File: src/rtl/bin2bcd_seq_ctrl_if.sv
// ============================================================================
// Module  : bin2bcd_seq_ctrl_if
// Brief   : start/busy/done handshake bundle between a binary producer and
//           the sequential binary-to-BCD converter (ovf lane: BIN2BCD_OVF_EN).
// Rev     : 1.0  initial release
// ============================================================================
`default_nettype none

interface bin2bcd_seq_ctrl_if #(
  parameter int BIN_W  = 8,
  parameter int DIGITS = 3
);
  logic                  start;
  logic [BIN_W-1:0]      bin_in;
  logic                  busy;
  logic                  done;
  logic [4*DIGITS-1:0]   bcd_out;
`ifdef BIN2BCD_OVF_EN
  logic                  ovf;
`endif

  modport master (
    output start, bin_in,
`ifdef BIN2BCD_OVF_EN
    input  ovf,
`endif
    input  busy, done, bcd_out
  );

  modport slave (
    input  start, bin_in,
`ifdef BIN2BCD_OVF_EN
    output ovf,
`endif
    output busy, done, bcd_out
  );
endinterface

`default_nettype wire

File: src/rtl/bin2bcd_seq_ctrl.sv
// ============================================================================
// Module  : bin2bcd_seq_ctrl
// Brief   : Multi-cycle double-dabble converter, one shift per clock, using
//           DIGITS add-3 cells. Optional overflow flag: BIN2BCD_OVF_EN.
// Rev     : 1.0  initial release
// ============================================================================
`default_nettype none

module adder3 (
  input  wire logic [3:0] din,
  output logic      [3:0] dout
);
  // 10-15 never occur in a correct conversion; forced to 0 for determinism.
  always_comb begin
    dout = 4'd0;
    if (din <= 4'd4)      dout = din;
    else if (din <= 4'd9) dout = din + 4'd3;
  end
endmodule

module bin2bcd_seq_ctrl #(
  parameter int BIN_W  = 8,
  parameter int DIGITS = 3
) (
  input wire logic          clk,
  input wire logic          rst_n,
  bin2bcd_seq_ctrl_if.slave bus
);
  localparam int CNT_W = $clog2(BIN_W + 1);
  localparam int BCD_W = 4 * DIGITS;

  typedef enum logic [1:0] {
    S_IDLE  = 2'd0,
    S_SHIFT = 2'd1,
    S_DONE  = 2'd2
  } state_t;

  state_t             r_state;
  logic [BIN_W-1:0]   r_bin;
  logic [BCD_W-1:0]   r_bcd;
  logic [CNT_W-1:0]   r_cnt;
  logic               r_busy;
  logic               r_done;
  logic [BCD_W-1:0]   r_bcd_out;
  logic [BCD_W-1:0]   w_corr;
  logic [BCD_W-1:0]   w_bcd_shift;
  logic [BIN_W-1:0]   w_bin_shift;

  genvar g;
  generate
    for (g = 0; g < DIGITS; g++) begin : g_digit
      adder3 u_add3 (
        .din  (r_bcd[4*g +: 4]),
        .dout (w_corr[4*g +: 4])
      );
    end
  endgenerate

  // The bit leaving the top digit falls off the left end of the shift.
  assign w_bcd_shift = (w_corr << 1) | {{(BCD_W-1){1'b0}}, r_bin[BIN_W-1]};
  assign w_bin_shift = r_bin << 1;

`ifdef BIN2BCD_OVF_EN
  logic r_ovf_work;
  logic r_ovf;
  logic w_ovf_next;

  assign w_ovf_next = r_ovf_work | w_corr[BCD_W-1];
  assign bus.ovf    = r_ovf;

  always_ff @(posedge clk or negedge rst_n) begin
    if (!rst_n) begin
      r_ovf_work <= 1'b0;
      r_ovf      <= 1'b0;
    end else if (r_state == S_IDLE) begin
      if (bus.start) r_ovf_work <= 1'b0;
    end else if (r_state == S_SHIFT) begin
      r_ovf_work <= w_ovf_next;
      if (r_cnt == CNT_W'(1)) r_ovf <= w_ovf_next;
    end
  end
`endif

  always_ff @(posedge clk or negedge rst_n) begin
    if (!rst_n) begin
      r_state   <= S_IDLE;
      r_bin     <= '0;
      r_bcd     <= '0;
      r_cnt     <= '0;
      r_busy    <= 1'b0;
      r_done    <= 1'b0;
      r_bcd_out <= '0;
    end else begin
      case (r_state)
        S_IDLE: begin
          r_done <= 1'b0;
          if (bus.start) begin
            r_bin   <= bus.bin_in;
            r_bcd   <= '0;
            r_cnt   <= CNT_W'(BIN_W);
            r_busy  <= 1'b1;
            r_state <= S_SHIFT;
          end
        end
        S_SHIFT: begin
          r_bin <= w_bin_shift;
          r_bcd <= w_bcd_shift;
          r_cnt <= r_cnt - CNT_W'(1);
          if (r_cnt == CNT_W'(1)) begin
            r_bcd_out <= w_bcd_shift;
            r_busy    <= 1'b0;
            r_done    <= 1'b1;
            r_state   <= S_DONE;
          end
        end
        S_DONE: begin
          r_done  <= 1'b0;
          r_state <= S_IDLE;
        end
        default: begin
          r_busy  <= 1'b0;
          r_done  <= 1'b0;
          r_state <= S_IDLE;
        end
      endcase
    end
  end

  assign bus.busy    = r_busy;
  assign bus.done    = r_done;
  assign bus.bcd_out = r_bcd_out;

endmodule

`default_nettype wire

File: src/flat_wrapper.sv
// flat-port wrapper written by rule: the top's interface ports become plain ports
module bin2bcd_seq_ctrl_flat 
#(
  parameter int BIN_W  = 8,
  parameter int DIGITS = 3
)
  (clk, rst_n, bus_start, bus_bin_in, bus_busy, bus_done, bus_bcd_out);
  bin2bcd_seq_ctrl_if #(.BIN_W(BIN_W), .DIGITS(DIGITS)) bus_i ();
  input wire logic clk;
  input wire logic rst_n;
  input wire logic [$bits(bus_i.start)-1:0] bus_start;
  input wire logic [$bits(bus_i.bin_in)-1:0] bus_bin_in;
  output wire logic [$bits(bus_i.busy)-1:0] bus_busy;
  output wire logic [$bits(bus_i.done)-1:0] bus_done;
  output wire logic [$bits(bus_i.bcd_out)-1:0] bus_bcd_out;
  assign bus_i.start = bus_start;
  assign bus_i.bin_in = bus_bin_in;
  assign bus_busy = bus_i.busy;
  assign bus_done = bus_i.done;
  assign bus_bcd_out = bus_i.bcd_out;
  bin2bcd_seq_ctrl #(.BIN_W(BIN_W), .DIGITS(DIGITS)) u_core (.clk(clk), .rst_n(rst_n), .bus(bus_i));
endmodule
File: config.mk
export PLATFORM = sky130hd
export DESIGN_NAME = bin2bcd_seq_ctrl_flat
export DESIGN_NICKNAME = d
export VERILOG_FILES = /design/src/rtl/bin2bcd_seq_ctrl_if.sv /design/src/rtl/bin2bcd_seq_ctrl.sv /design/src/flat_wrapper.sv
export SDC_FILE = /design/constraint.sdc
export NUM_CORES = 1
export LEC_CHECK = 0
export CAP_MARGIN = 10
export CORE_ASPECT_RATIO = 0.7
export CORE_MARGIN = 4
export CORE_UTILIZATION = 55
export CTS_CLUSTER_SIZE = 16
export DETAILED_ROUTE_END_ITERATION = 6
export GPL_ROUTABILITY_DRIVEN = 1
export PLACE_DENSITY = 0.86
export SLEW_MARGIN = 20
export SYNTH_ARGS = -nofsm -noshare
export SYNTH_HDL_FRONTEND = slang
export SYNTH_SLANG_ARGS = --single-unit
File: constraint.sdc
create_clock -name clk -period 1.9 [get_ports clk]
set_input_delay 0.38 -clock clk [delete_from_list [all_inputs] [get_ports clk]]
set_output_delay 0.38 -clock clk [all_outputs]
set_load 0.05 [all_outputs]
==> out/qor.csv, run 1 <==
stage,metric,value,unit
floorplan,Initial Util,58.2,%
placed_design,RD Place Congestion,0.856,
floorplan,io pins,25,
power,P_int,0.00258,W
hold_path,worst min path class,input pin to asynchronous set/reset pin,
route,average wire per cell in the routed design,13.8,µm
route,Via density,5.45,
power,pwr/cell area,1810,nW/µm²
worst_setup_path,reg2reg start,u_core.r_bcd[8]$_DFFE_PN0P_,
logic_synthesis,top-count cell post-synth,dfrtp_1,
cells_and_area,Total Nets Final,253,
cells_and_area,number of diodes,0,
route,DRT Pass-1 Iters,4,
floorplan,cell row count,18,
clock_tree,Post-CTS Hold Buffers,0,
logic_synthesis,YS warnings,0,
timing,total negative slack,0,ns
worst_setup_path,CP arrival,1.45,ns
grt,vias in the first global route,1478,
cells_and_area,Finished Layout Cells,283,
placed_design,IO buf count,24,
worst_setup_path,Critical Path Max Stage Delay,0.80,ns
logic_synthesis,Post-Syn Area,2080,µm²
logic_synthesis,Mapped Cells,203,
clock_tree,clock buffer depth,2,
cells_and_area,Synth-to-Final Area Change,19.9,%
power,Logic pwr share,51.8,%
logic_synthesis,post-synthesis sequential area ratio,48.0,%
timing,Final Skew,0.00639,ns
floorplan,core area,3580,µm²
route,initial DRC count,119,
power,clock network fraction of total power,15.0,%
clock_tree,CTS tree,done,
logic_synthesis,Synth area leaders,"dfrtp_1 (48%), ha_1 (6.0%), mux2_2 (5.9%), a22o_1 (3.8%), nand2_1 (3.8%)",
worst_setup_path,Levels on crit path,1,
logic_synthesis,number of flops mapped to enable cells by yosys,0,
worst_setup_path,crit path capture type,output pin,
grt,first-pass GRT wire length,6860,µm
worst_setup_path,crit path capture,bus_bcd_out[1],
clock_tree,CTS H-tree lvls,2,
status,status,"complete, no violations",
worst_setup_path,r2r endpoint,u_core.bus.bcd_out[10]$_DFFE_PN0P_,
route,Detail Route Antenna Nets,0,
worst_setup_path,Crit Path Max Fanout,2,
floorplan,Die X,81.6,µm
worst_setup_path,R2R Setup Slk,0.16,ns
timing,actual slew at the worst max-slew pin,0.501,ns
worst_setup_path,CP Launch Type,flop,
logic_synthesis,Synth area leader,dfrtp_1,
power,P_leak,1.10,nW
logic_synthesis,"FFs w/ async S/R, synth",100,%
placed_design,placed insts,275,
clock_tree,root buf cell,clkbuf_8,
route,Remaining DRCs,0,
worst_setup_path,Critical Path RT,1.52,ns
worst_setup_path,Worst Setup SP,u_core.bus.bcd_out[1]$_DFFE_PN0P_,
clock_tree,clk slew on worst S/H paths,0.08,ns
logic_synthesis,post-synth top area share,48.0,%
clock_tree,CTS resizes,0,
cells_and_area,share of cells above drive strength 1,16.7,%
logic_synthesis,Post-synth top cells,"dfrtp_1 (40), nand2_1 (21), o21ai_0 (14)",
power,sw frac,42.9,%
worst_setup_path,Buf/Inv on CP,1,
grt,initial antenna violation count,0,
timing,Setup Viol. Count Final,0,
worst_setup_path,critical path's slowest cell,clkdlybuf4s50_1,
timing,Max Freq,546,MHz
timing,period utilisation layout,96.5,%
floorplan,die area,4850,µm²
clock_tree,clock buffer count from CTS,5,
clock_tree,Post-CTS Setup Inserts,0,
power,sw power,0.00194,W
timing,Max Slew Vio Count,0,
grt,pin count of the biggest net entering global routing,41,
grt,Total GRT Usage,18.7,%
logic_synthesis,distinct cell type count after synthesis,36,
logic_synthesis,"Primary FF master, synth",dfrtp_1,
worst_setup_path,Top delay family on crit path,buffers and inverters,
clock_tree,clock sink count,40,
grt,Congestion Overflow GR,0,
logic_synthesis,#FFs+latches synth,40,
route,vias,1541,
run,max_cap viols,0,
power,sequential power share,33.3,%
logic_synthesis,Post-Syn Nets,224,
floorplan,die height,59.5,µm
timing,RSZ-0062 raised after global routing,no,
logic_synthesis,Post-Syn Area per Cell,10.3,µm²
worst_setup_path,R2R depth,6,
clock_tree,"Clk Latency, worst-skew pair",0.29,ns
placed_design,HPWL after detailed placement,2820,µm
power,Max IR drop VDD,1.03,mV
timing,Final Hold Fails,0,
timing,Max-slew headroom,66.5,%
timing,Final min period,1.83,ns
worst_setup_path,Worst Setup Path Type,flop to output pin,
worst_setup_path,worst-path cell chain,clkdlybuf4s50_1,
route,final WL,3910,µm
[power by group through the flow]
stage	clock network [W]	registers (W)	logic [W]
after global routing	0.000729	0.00155	0.00257
after global placement	0	0.00150	0.00227
after CTS	0.000685	0.00150	0.00236
after floorplan	0	0.00186	0.00135
final	0.000677	0.00151	0.00234
after detailed placement	0	0.00151	0.00235
[worst register-to-register path, cell delays in order, from the launching register on]
cell	delay, ns
dfrtp_1	0.45
inv_1	0.09
ha_1	0.32
o21bai_1	0.16
mux2_2	0.27
o22ai_1	0.21
mux2_2	0.19
[worst min path at each step]
stage                     startpoint                                  to  slack, ns  cells past startpoint
after floorplan                rst_n   u_core.bus.bcd_out[0]$_DFFE_PN0P_       0.08                      0
after global placement         rst_n   u_core.bus.bcd_out[5]$_DFFE_PN0P_       0.46                      2
after detailed placement       rst_n  u_core.bus.bcd_out[11]$_DFFE_PN0P_       0.46                      2
after CTS                      rst_n  u_core.bus.bcd_out[11]$_DFFE_PN0P_       0.15                      2
after global routing           rst_n   u_core.bus.bcd_out[5]$_DFFE_PN0P_       0.18                      2
final                          rst_n  u_core.bus.bcd_out[11]$_DFFE_PN0P_       0.13                      2
[kinds of logic after synthesis]
logic type | count (synthesis) | share of synthesized area (%)
AOI/OAI and AO/OA | 60 | 19.1
xor gates and xnor gates | 2 | 0.841
adders and majority gates | 10 | 6.01
buffers and inverters | 22 | 4.56
DFF | 40 | 48.0
muxes | 12 | 6.49
and+or+nand+nor | 57 | 15.0
[metrics by stage]
step           utilization, %  worst slack (ns)  power (W)  hold WS (ns)  instance area (µm²)
2_1_floorplan               -             0.378    0.00321        0.0844                 2080
3_3_place_gp             66.7             0.278    0.00377         0.457                 2390
3_5_place_dp             66.7             0.197    0.00387         0.461                 2390
4_1_cts                  69.7            0.0591    0.00455         0.145                 2500
5_1_grt                  69.7            0.0118    0.00484         0.177                 2500
6_report                 69.7            0.0669    0.00452         0.129                 2500
[final cells by class]
class	instances	area (µm²)
tap	50	62.6
clock inverter	2	35.0
inverter	13	48.8
sequential	40	1000
multi-input combinational	141	987
fill	253	1080
timing repair buffer	31	290
clock buffer	6	72.6
[metal layers]
metal  global-route usage (%)  vias to the layer above  wire length, µm
li1                         -                      765                -
met5                        0                        -                0
met4                     7.23                        0               58
met3                     3.65                        7              177
met2                     28.8                       36             1720
met1                     26.3                      733             1950
[placed cells by master (no fill, tap or decap), types with 2 or more instances in the layout]
cell type and count:
or2_1 2, o21bai_1 4, o31ai_1 2, o22a_1 2
a21oi_1 12, nand2_1 21, nor2_1 12, o21ai_2 4
ha_1 10, nor2b_1 2, nor3b_1 9, mux2_2 11
a22o_1 9, dfrtp_1 40, clkbuf_8 5, o21ai_0 14
nand2b_1 5, o32ai_1 2, xnor2_1 2, clkdlybuf4s50_1 19
buf_4 10, inv_1 12, o22ai_1 5, o21ai_1 3
[registers in the layout (all words and copies together), names as in the netlist]
| name | flops |
|---|---|
| u_core.r_bcd | 12 |
| u_core.bus.busy | 1 |
| u_core.bus.bcd_out | 12 |
| u_core.r_bin | 8 |
| u_core.r_state | 2 |
| u_core.r_cnt | 4 |
| u_core.bus.done | 1 |
No activity file was read; power rests on OpenSTA's default activity.
==> run 2: changes to the inputs <==
--- a/config.mk
+++ b/config.mk
@@ -5,14 +5,15 @@
 export SDC_FILE = /design/constraint.sdc
 export NUM_CORES = 1
 export LEC_CHECK = 0
+export ABC_AREA = 0
 export CAP_MARGIN = 10
 export CORE_ASPECT_RATIO = 0.7
 export CORE_MARGIN = 4
-export CORE_UTILIZATION = 55
+export CORE_UTILIZATION = 50
 export CTS_CLUSTER_SIZE = 16
 export DETAILED_ROUTE_END_ITERATION = 6
 export GPL_ROUTABILITY_DRIVEN = 1
-export PLACE_DENSITY = 0.86
+export PLACE_DENSITY = 0.83
 export SLEW_MARGIN = 20
 export SYNTH_ARGS = -nofsm -noshare
 export SYNTH_HDL_FRONTEND = slang
==> constraint.sdc (replaced) <==
create_clock -name clk -period 1.55 [get_ports clk]
set_input_delay 0.31 -clock clk [delete_from_list [all_inputs] [get_ports clk]]
set_output_delay 0.31 -clock clk [all_outputs]
set_load 0.05 [all_outputs]
==> run 2 against run 1 <==
  * The flow now finishes with violations (setup timing)
  * Utilization increased by 4.5 points
  * Highest routed layer unchanged
  * Sequential share of layout area decreased by 6.1 points
  * Global-route usage decreased by 1.3 points
  * Largest cell class is now multi-input combinational cells
  * Cell count increased by 7.4%
  * Power increased by 45%
  * First-iteration DRC count decreased by 19%
  * Routed wire length increased by 16%
  * Setup slack got worse by 0.16 ns
  * Non-clock buffer count increased by 20
  * Critical path depth increased by 6
  * Die area increased by 8.8%
==> out/qor.csv, run 2 (synthesized netlist as in run 1, its figures left out) <==
stage,metric,value,unit,change
status,status,finished with violations,,
status,failing checks,setup timing,,
cells_and_area,Total Nets Final,273,,+7.9%
route,Remaining DRCs,0,,unchanged
run,max_cap viols,0,,unchanged
timing,Final Skew,0.0163,ns,+0.00992 ns
route,vias,1651,,+7.1%
worst_setup_path,R2R Setup Slk,-0.09,ns,-0.25 ns
cells_and_area,"most common cell after layout, fill and taps aside",dfrtp_1,,
placed_design,HPWL after detailed placement,3040,µm,+7.9%
route,initial DRC count,96,,-19%
clock_tree,clock sink count,40,,unchanged
worst_setup_path,Top delay family on crit path,multiplexers,,
worst_setup_path,Critical Path RT,1.72,ns,+0.20 ns
route,final WL,4550,µm,+16%
worst_setup_path,Worst Setup Path Type,flop to flop,,
timing,Setup Viol. Count Final,2,,+2
power,P_leak,1.30,nW,+18%
timing,total negative slack,-0.0980,ns,-0.0980 ns
worst_setup_path,crit path capture type,flop,,
timing,Max Freq,609,MHz,
timing,actual slew at the worst max-slew pin,0.420,ns,-0.0810 ns
hold_path,worst min path class,flop to flop,,
floorplan,die area,5280,µm²,+8.8%
route,Via density,5.43,,-0.26%
grt,pin count of the biggest net entering global routing,41,,unchanged
clock_tree,clock buffer count from CTS,5,,unchanged
route,average wire per cell in the routed design,15.0,µm,+8.4%
timing,slack of the critical path,-0.0918,ns,-0.159 ns
clock_tree,CTS H-tree lvls,2,,unchanged
timing,Max-slew headroom,71.9,%,+5.4 points
worst_setup_path,Buf/Inv on CP,2,,+1
clock_tree,root buf cell,clkbuf_8,,
worst_setup_path,Most common cell on crit path,mux2_4,,
floorplan,die height,62.0,µm,+4.2%
power,pwr/cell area,2220,nW/µm²,+23%
timing,Max Slew Vio Count,0,,unchanged
worst_setup_path,CP arrival,1.81,ns,+0.36 ns
timing,RSZ-0062 raised after global routing,yes,,
clock_tree,"Clk Latency, worst-skew pair",0.29,ns,about the same
grt,first-pass GRT wire length,7220,µm,+5.2%
grt,vias in the first global route,1585,,+7.2%
cells_and_area,Synth-to-Final Area Change,41.4,%,
floorplan,io pins,25,,unchanged
grt,Congestion Overflow GR,0,,unchanged
timing,Final min period,1.64,ns,
worst_setup_path,critical path's slowest cell,dfrtp_1,,
grt,initial antenna violation count,0,,unchanged
worst_setup_path,worst-path cell chain,inv_2 -> buf_4 -> ha_4 -> o21bai_1 -> mux2_4 -> o22ai_4 -> mux2_4,,
route,DRT Pass-1 Iters,4,,unchanged
floorplan,Initial Util,52.5,%,-5.7 points
grt,Total GRT Usage,17.4,%,-1.3 points
timing,period utilisation layout,106,%,
floorplan,Die X,85.2,µm,+4.4%
placed_design,RD Place Congestion,0.801,,-6.5%
cells_and_area,share of cells above drive strength 1,34.1,%,+17 points
worst_setup_path,CP Launch Type,flop,,
clock_tree,clk slew on worst S/H paths,0.07,ns,about the same
placed_design,Setup WS pre-CTS,-0.102,ns,-0.298 ns
cells_and_area,most frequent cells in the layout,"dfrtp_1 (40), buf_4 (22), nand2_1 (21), buf_12 (18), o21ai_0 (14)",,
worst_setup_path,Critical Path Max Stage Delay,0.37,ns,-0.43 ns
timing,Final Hold Fails,0,,unchanged
route,Detail Route Antenna Nets,0,,unchanged
clock_tree,clock buffer depth,2,,unchanged
power,Max IR drop VDD,1.32,mV,+28%
placed_design,IO buf count,24,,unchanged
floorplan,core area,3970,µm²,+11%
floorplan,cell row count,19,,+1
worst_setup_path,Crit Path Max Fanout,3,,+1
clock_tree,CTS tree,done,,
cells_and_area,number of diodes,0,,unchanged
==> run 2: cell count changes in the layout (fill, tap and decap cells not counted), sizes merged <==
cell / previous run / this run
buf: 12 / 41
clkdlybuf4s50: 19 / 9
bufinv: 1 / 0
dlygate4sd3: 0 / 1
==> run 2: path summary, 6_finish.rpt <==
kind | startpoint | end | cells past startpoint
setup / recovery | u_core.r_bcd[9]$_DFFE_PN0P_ | u_core.bus.bcd_out[9]$_DFFE_PN0P_ | 7
hold / removal | u_core.r_bin[4]$_DFFE_PN0P_ | u_core.r_bin[4]$_DFFE_PN0P_ | 2
setup reg to reg | u_core.r_bcd[9]$_DFFE_PN0P_ | u_core.bus.bcd_out[9]$_DFFE_PN0P_ | 7
hold reg to reg | u_core.r_bin[4]$_DFFE_PN0P_ | u_core.r_bin[4]$_DFFE_PN0P_ | 2
max in group asynchronous | rst_n | u_core.r_cnt[3]$_DFFE_PN0P_ | 3
min in group asynchronous | rst_n | u_core.bus.bcd_out[8]$_DFFE_PN0P_ | 3
==> run 2: worst min-delay path, cell delays in order (launching register included) <==
cell	delay, ns
dfrtp_1	0.35
nand2_1	0.05
o21ai_0	0.06
==> run 2: timing repair <==
item,in CTS,in global routing
pin swaps,2,4
buffers inserted,2,7
setup endpoints to repair,10,15
endpoints found under the hold margin,40,0
hold buffers,1,0
gates resized for setup,15,18
==> run 2: final cells by class <==
class                   count  area (µm²)
multi-input cells         141        1120
fillers                   267        1020
flip-flops and latches     40        1000
repair buffers             51         631
clock buffers               6        72.6
well taps                  52        65.1
inverters                  13        53.8
clock inverters             1        5.00
==> run 2: routing by layer <==
layer / global-route usage, % / up-vias / part of all wire, %
met1: 23.0 / 801 / 47
li1: - / 804 / -
met3: 3.95 / 2 / 4.6
met4: 4.97 / 0 / 0.62
met5: 0 / - / 0
met2: 29.5 / 44 / 47
==> run 2: stage by stage <==
| step | total power (W) | instances | instance area [µm²] | hold slack (ns) | util, % |
|---|---|---|---|---|---|
| global route | 0.00694 | 304 | 2950 | 0.530 | 74.2 |
| detailed placement | 0.00533 | 287 | 2640 | 0.296 | 66.6 |
| CTS | 0.00617 | 297 | 2790 | 0.495 | 70.4 |
| floorplan | 0.00394 | 203 | 2080 | 0.0144 | - |
| finish | 0.00655 | 304 | 2950 | 0.494 | 74.2 |
| global placement | 0.00521 | 287 | 2640 | 0.293 | 66.6 |
==> run 2: where the power goes <==
| part | internal [W] | leakage, nW | switching, W |
|---|---|---|---|
| combinational | 0.00203 | 0.743 | 0.00192 |
| clock | 0.000306 | 0.0410 | 0.000340 |
| sequential | 0.00147 | 0.519 | 0.000482 |
| total | 0.00381 | 1.30 | 0.00274 |
==> run 3: changes to the inputs <==
--- a/config.mk
+++ b/config.mk
@@ -7,13 +7,15 @@
 export LEC_CHECK = 0
 export ABC_AREA = 0
 export CAP_MARGIN = 10
+export CELL_PAD_IN_SITES_DETAIL_PLACEMENT = 1
+export CELL_PAD_IN_SITES_GLOBAL_PLACEMENT = 2
 export CORE_ASPECT_RATIO = 0.7
 export CORE_MARGIN = 4
-export CORE_UTILIZATION = 50
+export CORE_UTILIZATION = 32
 export CTS_CLUSTER_SIZE = 16
 export DETAILED_ROUTE_END_ITERATION = 6
 export GPL_ROUTABILITY_DRIVEN = 1
-export PLACE_DENSITY = 0.83
+export PLACE_DENSITY = 0.82
 export SLEW_MARGIN = 20
 export SYNTH_ARGS = -nofsm -noshare
 export SYNTH_HDL_FRONTEND = slang
==> constraint.sdc (replaced) <==
create_clock -name clk -period 1.4 [get_ports clk]
set_input_delay 0.28 -clock clk [delete_from_list [all_inputs] [get_ports clk]]
set_output_delay 0.28 -clock clk [all_outputs]
set_load 0.05 [all_outputs]
==> run 3 against run 2 <==
  * The run still ends with setup timing left
  * Clock power up 66%
  * Via count up 11%
  * Non-clock buffer count grew 26
  * Utilization is 19 points lower
  * Critical path depth shrank 1
  * Setup slack lost 0.056 ns
  * Global-route usage decreased by 2.1 points
  * Routed wire length up 40%
==> out/qor.csv, run 3 (synthesized netlist as in run 1, its figures left out) <==
stage,metric,value,unit,change
status,status,finished with violations,,
status,failing checks,setup timing,,
worst_setup_path,crit path capture type,flop,,
timing,Final min period,1.55,ns,-0.0941 ns
timing,Max Slew Vio Count,0,,unchanged
grt,initial antenna violation count,0,,unchanged
floorplan,cell row count,24,,+5
cells_and_area,Total Nets Final,299,,+9.5%
timing,Max-slew headroom,68.2,%,-3.7 points
worst_setup_path,Worst Setup Path Type,flop to flop,,
grt,pin count of the biggest net entering global routing,41,,unchanged
clock_tree,root buf cell,clkbuf_8,,
worst_setup_path,CP Launch Type,flop,,
timing,Setup Viol. Count Final,19,,+17
grt,first-pass GRT wire length,9460,µm,+31%
cells_and_area,share of cells above drive strength 1,51.3,%,+17 points
worst_setup_path,CP arrival,1.74,ns,-0.07 ns
grt,Total GRT Usage,15.3,%,-2.1 points
clock_tree,"Clk Latency, worst-skew pair",0.30,ns,about the same
floorplan,core area,6280,µm²,+58%
cells_and_area,Synth-to-Final Area Change,66.4,%,
cells_and_area,Fillers,651,,+140%
route,Via density,5.12,,-5.7%
route,initial DRC count,59,,-39%
route,average wire per cell in the routed design,17.9,µm,+19%
floorplan,Die X,104,µm,+23%
placed_design,RD Place Congestion,0.836,,+4.4%
route,Detail Route Antenna Nets,0,,unchanged
power,pwr/cell area,2610,nW/µm²,+18%
placed_design,Setup WS pre-CTS,-0.165,ns,-0.0632 ns
clock_tree,clock buffer depth,2,,unchanged
floorplan,die height,75.5,µm,+22%
route,Remaining DRCs,0,,unchanged
timing,RSZ-0062 raised after global routing,yes,,
power,P_leak,1.51,nW,+16%
power,Max IR drop VDD,1.25,mV,-5.2%
placed_design,Placement Cell Area,2860,µm²,+8.3%
grt,Congestion Overflow GR,0,,unchanged
cells_and_area,utilization after layout,55.2,%,-19 points
route,final WL,6380,µm,+40%
clock_tree,clk slew on worst S/H paths,0.09,ns,+0.02 ns
timing,slack of the critical path,-0.148,ns,-0.0559 ns
cells_and_area,number of diodes,0,,unchanged
timing,period utilisation layout,111,%,+4.6 points
worst_setup_path,Worst Setup SP,u_core.r_bcd[9]$_DFFE_PN0P_,,
route,DRT Pass-1 Iters,4,,unchanged
placed_design,IO buf count,24,,unchanged
worst_setup_path,r2r endpoint,u_core.bus.bcd_out[9]$_DFFE_PN0P_,,
run,max_cap viols,0,,unchanged
worst_setup_path,R2R Setup Slk,-0.15,ns,-0.06 ns
clock_tree,clock sink count,40,,unchanged
route,vias,1828,,+11%
worst_setup_path,Crit Path Max Fanout,7,,+4
timing,Final Skew,0.00881,ns,-0.00749 ns
worst_setup_path,crit path capture,u_core.bus.bcd_out[9]$_DFFE_PN0P_,,
worst_setup_path,Critical Path RT,1.60,ns,-0.12 ns
clock_tree,clock buffer count from CTS,5,,unchanged
clock_tree,CTS tree,done,,
timing,hold slack,0.474,ns,-0.0196 ns
worst_setup_path,R2R depth,6,,-1
placed_design,HPWL after detailed placement,3750,µm,+23%
worst_setup_path,reg2reg start,u_core.r_bcd[9]$_DFFE_PN0P_,,
worst_setup_path,Critical Path Max Stage Delay,0.40,ns,+0.03 ns
timing,Max Freq,646,MHz,+6.1%
cells_and_area,most frequent cells in the layout,"buf_4 (40), dfrtp_1 (40), nand2_1 (19), buf_12 (15)",,
cells_and_area,design area,3470,µm²,+18%
hold_path,worst min path class,input pin to asynchronous set/reset pin,,
floorplan,Initial Util,33.2,%,-19 points
timing,actual slew at the worst max-slew pin,0.473,ns,+0.0533 ns
floorplan,io pins,25,,unchanged
timing,Final Hold Fails,0,,unchanged
worst_setup_path,critical path's slowest cell,dfrtp_1,,
grt,vias in the first global route,1876,,+18%
floorplan,die area,7890,µm²,+49%
worst_setup_path,worst-path cell chain,inv_2 -> ha_4 -> buf_4 -> a21oi_1 -> o22ai_4 -> mux2_4,,
clock_tree,CTS H-tree lvls,2,,unchanged
-- run 3: cell count changes in the layout (fill, tap and decap cells not counted), moves of 4 or more --
| cell | previous run | this run |
|---|---|---|
| o21ai_2 | 4 | 8 |
| nor2_1 | 11 | 6 |
| ha_1 | 5 | 0 |
| ha_4 | 4 | 9 |
| buf_6 | 0 | 10 |
| buf_4 | 22 | 40 |
-- run 3: through the flow --
| step | instances | power [W] | TNS, ns |
|---|---|---|---|
| 6_report | 357 | 0.00906 | -1.65 |
| 5_1_grt | 357 | 0.00961 | -2.93 |
| 4_1_cts | 351 | 0.00811 | -1.17 |
| 3_5_place_dp | 332 | 0.00647 | -3.14 |
| 3_3_place_gp | 332 | 0.00634 | -2.11 |
| 2_1_floorplan | 203 | 0.00457 | -0.319 |
-- run 3: timing repair --
action / CTS / global route
endpoints found under the setup margin: 22 / 25
resized for setup: 29 / 46
endpoints found under the hold margin: 40 / 0
setup buffers: 10 / 9
hold buffers: 1 / 0
pin swaps: 11 / 24
gates cloned: 0 / 0
-- run 3: critical path, delay by kind of cell, from the launching register on --
kind | cells | cell delay [ns]
buffers and inverters | 2 | 0.22
flip-flops | 1 | 0.40
adder cells (fa/ha/maj) | 1 | 0.20
AO/OA/AOI/OAI | 2 | 0.35
multiplexers | 1 | 0.27
-- run 3: how the worst min path moves through the flow --
| stage | start | endpoint | slack, ns |
|---|---|---|---|
| after floorplan | rst_n | u_core.bus.bcd_out[0]$_DFFE_PN0P_ | -0.02 |
| after global placement | rst_n | u_core.r_bin[0]$_DFFE_PN0P_ | 0.27 |
| after detailed placement | rst_n | u_core.r_bin[0]$_DFFE_PN0P_ | 0.27 |
| after CTS | rst_n | u_core.bus.busy$_DFFE_PN0P_ | 0.48 |
| after global routing | rst_n | u_core.r_bin[0]$_DFFE_PN0P_ | 0.50 |
| final | rst_n | u_core.r_bin[0]$_DFFE_PN0P_ | 0.47 |
-- run 3: layout make-up --
| class | instances | area (µm²) | area share, % |
|---|---|---|---|
| Clock buffer | 7 | 96.3 | 2.78 |
| Clock inverter | 1 | 30.0 | 0.866 |
| Inverter | 13 | 56.3 | 1.62 |
| Multi-Input combinational cell | 141 | 1350 | 39.0 |
| Sequential cell | 40 | 1000 | 28.9 |
| Tap cell | 78 | 97.6 | 2.82 |
| Timing Repair Buffer | 77 | 833 | 24.0 |
-- run 3: where the power goes --
group | internal (W) | leakage, nW | switching (W)
registers | 0.00163 | 0.519 | 0.000540
clock network | 0.000630 | 0.0645 | 0.000436
logic | 0.00303 | 0.927 | 0.00279
total | 0.00529 | 1.51 | 0.00376
-- run 3: layer usage --
metal / share of wire [%] / GRT usage [%]
met4: 1.3 / 5.31
met2: 49 / 25.3
met3: 4.0 / 3.05
met1: 46 / 20.7
met5: 0 / 0
